$ cat src/rtl/proc_pkg.sv
// Definitions shared by the instruction sequencer and the processor top:
// opcodes, instruction word field positions, operand type flags and sequencer states.
package proc_pkg;

  localparam int unsigned DEF_MINDW = 12;

  localparam logic [3:0] OP_NOP = 4'd0;
  localparam logic [3:0] OP_LD  = 4'd1;
  localparam logic [3:0] OP_STR = 4'd2;
  localparam logic [3:0] OP_BRA = 4'd3;
  localparam logic [3:0] OP_XOR = 4'd4;
  localparam logic [3:0] OP_ADD = 4'd5;
  localparam logic [3:0] OP_ROT = 4'd6;
  localparam logic [3:0] OP_SHF = 4'd7;
  localparam logic [3:0] OP_HLT = 4'd8;
  localparam logic [3:0] OP_CMP = 4'd9;

  localparam int unsigned OP_MSB   = 31;
  localparam int unsigned OP_LSB   = 28;
  localparam int unsigned IMM_BIT  = 27;
  localparam int unsigned COND_MSB = 26;
  localparam int unsigned COND_LSB = 24;
  localparam int unsigned SRC_MSB  = 23;
  localparam int unsigned SRC_LSB  = 12;
  localparam int unsigned DST_MSB  = 11;
  localparam int unsigned DST_LSB  = 0;
  localparam int unsigned FIELDW   = 12;
  localparam int unsigned CONDW    = 3;

  localparam logic REGTYPE = 1'b0;
  localparam logic IMMTYPE = 1'b1;

  typedef enum logic [2:0] {
    StIdle,
    StFetch,
    StWait,
    StIssue,
    StHalted
  } seq_state_e;

  // Opcodes 10-15 decode to NOP.
  function automatic logic [3:0] legal_op(input logic [3:0] op);
    return (op <= OP_CMP) ? op : OP_NOP;
  endfunction

endpackage

$ cat src/rtl/instr_seq_if.sv
// Bundle between the sequencer, program memory and processor: control, fetch bus and
// decoded instruction outputs.
interface instr_seq_if
  import proc_pkg::*;
#(
  parameter int unsigned BUSW  = 32,
  parameter int unsigned PSRW  = 5,
  parameter int unsigned MINDW = DEF_MINDW
);

  logic             start;
  logic [MINDW-1:0] start_pc;
  logic [MINDW-1:0] pm_addr;
  logic [31:0]      pm_data;
  logic [PSRW-1:0]  Status;
  logic [3:0]       Opcode;
  logic [BUSW-1:0]  DstOp;
  logic [BUSW-1:0]  SrcOp;
  logic             srcIsImm;
  logic             issue_valid;
  logic             busy;
  logic             halted;
  logic [MINDW-1:0] pc;

  modport master (
    input  start, start_pc, pm_data, Status,
    output pm_addr, Opcode, DstOp, SrcOp, srcIsImm, issue_valid, busy, halted, pc
  );

  modport slave (
    output start, start_pc, pm_data, Status,
    input  pm_addr, Opcode, DstOp, SrcOp, srcIsImm, issue_valid, busy, halted, pc
  );

endinterface

$ cat src/rtl/instr_seq_br_eval.sv
// Branch condition evaluator: cond 0 is unconditional, cond 1..PSRW tests
// Status[cond-1], anything larger is never taken.
module instr_seq_br_eval
  import proc_pkg::*;
#(
  parameter int unsigned PSRW = 5
) (
  input  logic [CONDW-1:0] cond,
  input  logic [PSRW-1:0]  Status,
  output logic             taken
);

  always_comb begin
    taken = (cond == '0);
    for (int unsigned i = 0; i < PSRW; i++) begin
      if (32'(cond) == i + 1) taken = Status[i];
    end
  end

endmodule

$ cat src/rtl/instr_seq.sv
// Instruction sequencer: fetches a word, decodes it onto the processor inputs, holds it
// for EXEC_CYC cycles, then advances or branches; stops on HLT.
module instr_seq
  import proc_pkg::*;
#(
  parameter int unsigned BUSW     = 32,
  parameter int unsigned PSRW     = 5,
  parameter int unsigned MINDW    = DEF_MINDW,
  parameter int unsigned EXEC_CYC = 4
) (
  input logic         clk,
  input logic         rst_n,
  instr_seq_if.master bus
);

  localparam int unsigned CNTW = $clog2(EXEC_CYC);

  seq_state_e       state_q;
  logic [MINDW-1:0] pc_q, pm_addr_q, pc_next;
  logic [3:0]       opcode_q, word_op;
  logic [FIELDW-1:0] dst_q, src_q;
  logic [CONDW-1:0] cond_q, word_cond;
  logic             imm_q, issue_valid_q, busy_q, halted_q;
  logic [CNTW-1:0]  cnt_q;
  logic             br_taken;

  assign word_op   = bus.pm_data[OP_MSB:OP_LSB];
  assign word_cond = bus.pm_data[COND_MSB:COND_LSB];

  instr_seq_br_eval #(
    .PSRW (PSRW)
  ) u_br_eval (
    .cond   (cond_q),
    .Status (bus.Status),
    .taken  (br_taken)
  );

  // Status is live here, so the branch resolves on the last ISSUE cycle.
  always_comb begin
    pc_next = pc_q + MINDW'(1);
    if (opcode_q == OP_BRA && br_taken) pc_next = MINDW'(dst_q);
  end

  always_ff @(posedge clk or negedge rst_n) begin
    if (!rst_n) begin
      state_q       <= StIdle;
      pc_q          <= '0;
      pm_addr_q     <= '0;
      opcode_q      <= OP_NOP;
      dst_q         <= '0;
      src_q         <= '0;
      cond_q        <= '0;
      imm_q         <= REGTYPE;
      issue_valid_q <= 1'b0;
      busy_q        <= 1'b0;
      halted_q      <= 1'b0;
      cnt_q         <= '0;
    end else begin
      unique case (state_q)
        StIdle, StHalted: begin
          if (bus.start) begin
            pc_q      <= bus.start_pc;
            pm_addr_q <= bus.start_pc;
            busy_q    <= 1'b1;
            halted_q  <= 1'b0;
            state_q   <= StFetch;
          end
        end
        StFetch: state_q <= StWait;
        StWait: begin
          opcode_q <= legal_op(word_op);
          dst_q    <= bus.pm_data[DST_MSB:DST_LSB];
          cond_q   <= word_cond;
          if (word_op == OP_BRA) begin
            src_q <= FIELDW'(word_cond);
            imm_q <= REGTYPE;
          end else begin
            src_q <= bus.pm_data[SRC_MSB:SRC_LSB];
            imm_q <= bus.pm_data[IMM_BIT];
          end
          if (word_op == OP_HLT) begin
            busy_q   <= 1'b0;
            halted_q <= 1'b1;
            state_q  <= StHalted;
          end else begin
            cnt_q         <= CNTW'(EXEC_CYC - 1);
            issue_valid_q <= 1'b1;
            state_q       <= StIssue;
          end
        end
        StIssue: begin
          if (cnt_q == '0) begin
            issue_valid_q <= 1'b0;
            pc_q          <= pc_next;
            pm_addr_q     <= pc_next;
            state_q       <= StFetch;
          end else begin
            cnt_q <= cnt_q - CNTW'(1);
          end
        end
        default: state_q <= StIdle;
      endcase
    end
  end

  assign bus.pm_addr     = pm_addr_q;
  assign bus.pc          = pc_q;
  assign bus.Opcode      = opcode_q;
  assign bus.DstOp       = BUSW'(dst_q);
  assign bus.SrcOp       = BUSW'(src_q);
  assign bus.srcIsImm    = imm_q;
  assign bus.issue_valid = issue_valid_q;
  assign bus.busy        = busy_q;
  assign bus.halted      = halted_q;

endmodule

$ cat src/flat_wrapper.sv
// flat-port wrapper written by rule: the top's interface ports become plain ports
module instr_seq_flat import proc_pkg::*;
#(
  parameter int unsigned BUSW     = 32,
  parameter int unsigned PSRW     = 5,
  parameter int unsigned MINDW    = DEF_MINDW,
  parameter int unsigned EXEC_CYC = 4
)
  (clk, rst_n, bus_start, bus_start_pc, bus_pm_data, bus_Status, bus_pm_addr, bus_Opcode, bus_DstOp, bus_SrcOp, bus_srcIsImm, bus_issue_valid, bus_busy, bus_halted, bus_pc);
  instr_seq_if #(.BUSW(BUSW), .PSRW(PSRW), .MINDW(MINDW)) bus_i ();
  input logic clk;
  input logic rst_n;
  input wire logic [$bits(bus_i.start)-1:0] bus_start;
  input wire logic [$bits(bus_i.start_pc)-1:0] bus_start_pc;
  input wire logic [$bits(bus_i.pm_data)-1:0] bus_pm_data;
  input wire logic [$bits(bus_i.Status)-1:0] bus_Status;
  output wire logic [$bits(bus_i.pm_addr)-1:0] bus_pm_addr;
  output wire logic [$bits(bus_i.Opcode)-1:0] bus_Opcode;
  output wire logic [$bits(bus_i.DstOp)-1:0] bus_DstOp;
  output wire logic [$bits(bus_i.SrcOp)-1:0] bus_SrcOp;
  output wire logic [$bits(bus_i.srcIsImm)-1:0] bus_srcIsImm;
  output wire logic [$bits(bus_i.issue_valid)-1:0] bus_issue_valid;
  output wire logic [$bits(bus_i.busy)-1:0] bus_busy;
  output wire logic [$bits(bus_i.halted)-1:0] bus_halted;
  output wire logic [$bits(bus_i.pc)-1:0] bus_pc;
  assign bus_i.start = bus_start;
  assign bus_i.start_pc = bus_start_pc;
  assign bus_i.pm_data = bus_pm_data;
  assign bus_i.Status = bus_Status;
  assign bus_pm_addr = bus_i.pm_addr;
  assign bus_Opcode = bus_i.Opcode;
  assign bus_DstOp = bus_i.DstOp;
  assign bus_SrcOp = bus_i.SrcOp;
  assign bus_srcIsImm = bus_i.srcIsImm;
  assign bus_issue_valid = bus_i.issue_valid;
  assign bus_busy = bus_i.busy;
  assign bus_halted = bus_i.halted;
  assign bus_pc = bus_i.pc;
  instr_seq #(.BUSW(BUSW), .PSRW(PSRW), .MINDW(MINDW), .EXEC_CYC(EXEC_CYC)) u_core (.clk(clk), .rst_n(rst_n), .bus(bus_i));
endmodule
$ cat config.mk
export PLATFORM = sky130hd
export DESIGN_NAME = instr_seq_flat
export DESIGN_NICKNAME = d
export VERILOG_FILES = /design/src/rtl/proc_pkg.sv /design/src/rtl/instr_seq_if.sv /design/src/rtl/instr_seq_br_eval.sv /design/src/rtl/instr_seq.sv /design/src/flat_wrapper.sv
export SDC_FILE = /design/constraint.sdc
export NUM_CORES = 1
export LEC_CHECK = 0
export CORE_MARGIN = 5
export CORE_UTILIZATION = 41
export DETAILED_ROUTE_END_ITERATION = 12
export MAX_ROUTING_LAYER = met4
export PLACE_DENSITY = 0.81
export SETUP_SLACK_MARGIN = 0.05
export SKIP_CTS_REPAIR_TIMING = 1
export SLEW_MARGIN = 20
export SYNTH_ARGS = -nofsm -noshare
export SYNTH_HDL_FRONTEND = slang
export SYNTH_SLANG_ARGS = --single-unit
$ cat constraint.sdc
create_clock -name clk -period 2.28 [get_ports clk]
set_input_delay 0.456 -clock clk [delete_from_list [all_inputs] [get_ports clk]]
set_output_delay 0.456 -clock clk [all_outputs]
set_load 0.01 [all_outputs]
==> results.toml <==
[timing]
fin_setup_tns_ns = 0
period_share = 0.858
tightest_slew_ns = 0.531
fmax_mhz = 511
rsz0062_at_grt = "no"
setup_ws_ns = 0.324
final_hold_viol_count = 0
whs_ns = 0.120
clock_skew_ns = 0.00794
finalSetupViolations = 0
slew_headroom = 0.646
period_needed_ns = 1.96
slew_violations = 0

[setup_path]
worstPathMaxFanout = 12
start_kind = "flop"
path_class = "flop to flop"
cp-end-kind = "flop"
critPathRequiredTime_ns = 2.49
cp_data_arrival_time_ns = 2.17

[cells_and_area]
final_nets = 475
diodes = 0
area_growth_pct = 34.4
final_layout_size_suffix_gt1_frac = 0.0735
design_area_um2 = 4110

[logic_synthesis]
synth.avg_cell_area_um2 = 9.39
syn-cell-area_um2 = 3060
syn_inst = 326
synth_top_family_by_area = "simple AND/OR/NAND/NOR gates"
synth_edf_count = 0
synth-xor-area-share = 0.0200
synthArstFlopShare = 1.00
synth.distinct_cells = 51
synth-seq-cells = 52
ys_seq_area_frac = 0.425
synth_compound_area_frac = 0.132
synth-adder-area-share = 0.00817
muxShareOfSynthArea = 0.0527
synthFlopType = "dfrtp_1"
yosys.area_share.simple = 0.195
yosysWarnings = 0

[global_routing]
grt_pass1_wl_mm = 11.9
grt_max_degree = 32
grt_pass1_vias = 2461
grt.total_usage = 0.167
antenna_found_initial = 0
grt_overflow = 0

[pwr]
p_per_area_nw_per_um2 = 1180
ir_worst_vdd_mv = 0.606
cellLeakagePower_nw = 1.90
total_power_w = 0.00485

[floorplan]
start_util = 0.422
die_h_um = 96.4
core-area_um2 = 7250
ios = 148
dieArea_um2 = 9300
chipWidth_um = 96.4
placementRows = 31

[routing]
drc = 0
final_antenna_net_count = 0
vias_per_cell = 4.80
avgRoutedWirePerCell_um = 14.4
num_vias = 2502
wl_mm = 7.53
firstDrtPassIters = 4
drt_iter0_drc = 92

[clocking]
cts_made_buffers = 5
clock_path_buffers = 2
tritoncts = "done"
cts.reportedPaths.clkPinSlew_ns = 0.10
h-tree-depth = 2
clock_latency_ns = 0.30
cts.sinks = 52
root_buffer = "clkbuf_8"

[placement]
port-buffer-count = 107
gp_congestion = 0.849
pre_cts_ws_ns = 0.243
place_area_um2 = 3990
place_hpwl_mm = 5.97

[hold_path]
hold_class = "input port to async pin"

[run]
cap_violations = 0

[outcome]
status = "finished, final reports clean"
==> cell families (layout without fill, tap and decap cells) <==
family / count (synthesis) / count (layout)
mux: 16 / 16
compound gates: 59 / 59
other cells: 1 / 40
simple gates: 116 / 116
flops: 52 / 52
fa+ha+maj: 2 / 2
buf+inv: 73 / 130
xor+xnor: 7 / 7
==> layer usage <==
metal  share of wire  up-vias  track usage
met5               0        -            -
met4          0.0064        0       0.0467
met3           0.090        4       0.0395
met2            0.48      113        0.260
met1            0.43     1171        0.219
li1                -     1214            -
==> metrics by stage <==
| step | instances | util |
|---|---|---|
| final | 521 | 0.567 |
| after global routing | 521 | 0.567 |
| after CTS | 521 | 0.567 |
| after detailed placement | 513 | 0.550 |
| after global placement | 513 | 0.550 |
| after floorplan | 365 | - |
==> critical path, cell delays in order, from the launching register on <==
cell,delay [ns]
dfrtp_1,0.42
inv_1,0.07
ha_1,0.27
nand4b_2,0.35
o21a_1,0.38
a21oi_1,0.18
a2bb2oi_1,0.20
==> sequential cells by signal, summed over array words and instances (netlist names), 2 cells and up <==
signal and cells:
u_core.src_q 12, u_core.cnt_q 2, u_core.bus.Opcode 4, u_core.state_q 3, u_core.cond_q 3, u_core.bus.pc 12
u_core.dst_q 12
==> synthesized netlist by cell type, types with 2 or more instances <==
library cell | count | area [um2]
o21ai_2 | 3 | 26.3
ha_1 | 2 | 25.0
o22ai_1 | 2 | 12.5
buf_6 | 3 | 33.8
clkbuf_1 | 3 | 11.3
a31oi_1 | 3 | 18.8
mux2i_1 | 15 | 150
o21ai_0 | 4 | 20.0
o21ai_1 | 9 | 45.0
nand3_1 | 7 | 35.0
a21oi_1 | 14 | 70.1
buf_2 | 4 | 20.0
xnor2_1 | 3 | 26.3
nor3_1 | 4 | 20.0
xor2_1 | 4 | 35.0
nand2_2 | 2 | 12.5
buf_4 | 55 | 413
nor2_1 | 13 | 48.8
a2bb2oi_1 | 3 | 26.3
inv_1 | 7 | 26.3
nand2_1 | 63 | 236
nand3b_1 | 4 | 30.0
dfrtp_1 | 52 | 1300
and3_1 | 7 | 43.8
o32ai_1 | 2 | 17.5
a22o_1 | 12 | 105
nand4_1 | 2 | 12.5
==> cell usage in the layout (no fill, tap or decap), types with 9 or more instances in the layout <==
cell / n
a21oi_1: 14
a22o_1: 12
clkdlybuf4s50_1: 106
conb_1: 40
dfrtp_1: 52
mux2i_1: 15
nand2_1: 63
nor2_1: 13
o21ai_1: 9
==> path summary, 6_finish.rpt <==
path / startpoint / end / slack, ns / cells past startpoint
setup reg to reg: u_core.cnt_q[0] / u_core.bus.pc[7] / 0.32 / 6
hold / removal: rst_n / u_core.bus.pc[11] / 0.12 / 1
hold reg to reg: u_core.src_q[1] / u_core.src_q[1] / 0.50 / 2
min in group clk: u_core.src_q[1] / u_core.src_q[1] / 0.50 / 2
setup / recovery: u_core.cnt_q[0] / u_core.bus.pc[7] / 0.32 / 6
max in group asynchronous: rst_n / u_core.bus.srcIsImm / 1.61 / 2
==> final cells by class <==
cell class,count,area (um2)
fillers,647,3140
inverters,7,26.3
clock inverters,1,30.0
flip-flops and latches,52,1300
well taps,99,124
clock buffers,7,96.3
multi-input cells,240,1400
repair buffers,115,1140
==> power breakdown <==
| group | internal, W | total (W) | switching (W) |
|---|---|---|---|
| logic | 0.00133 | 0.00239 | 0.00106 |
| clock network | 0.000388 | 0.000688 | 0.000301 |
| registers | 0.00132 | 0.00177 | 0.000449 |
| total | 0.00304 | 0.00485 | 0.00181 |
Power figures use the tool's default switching activity.
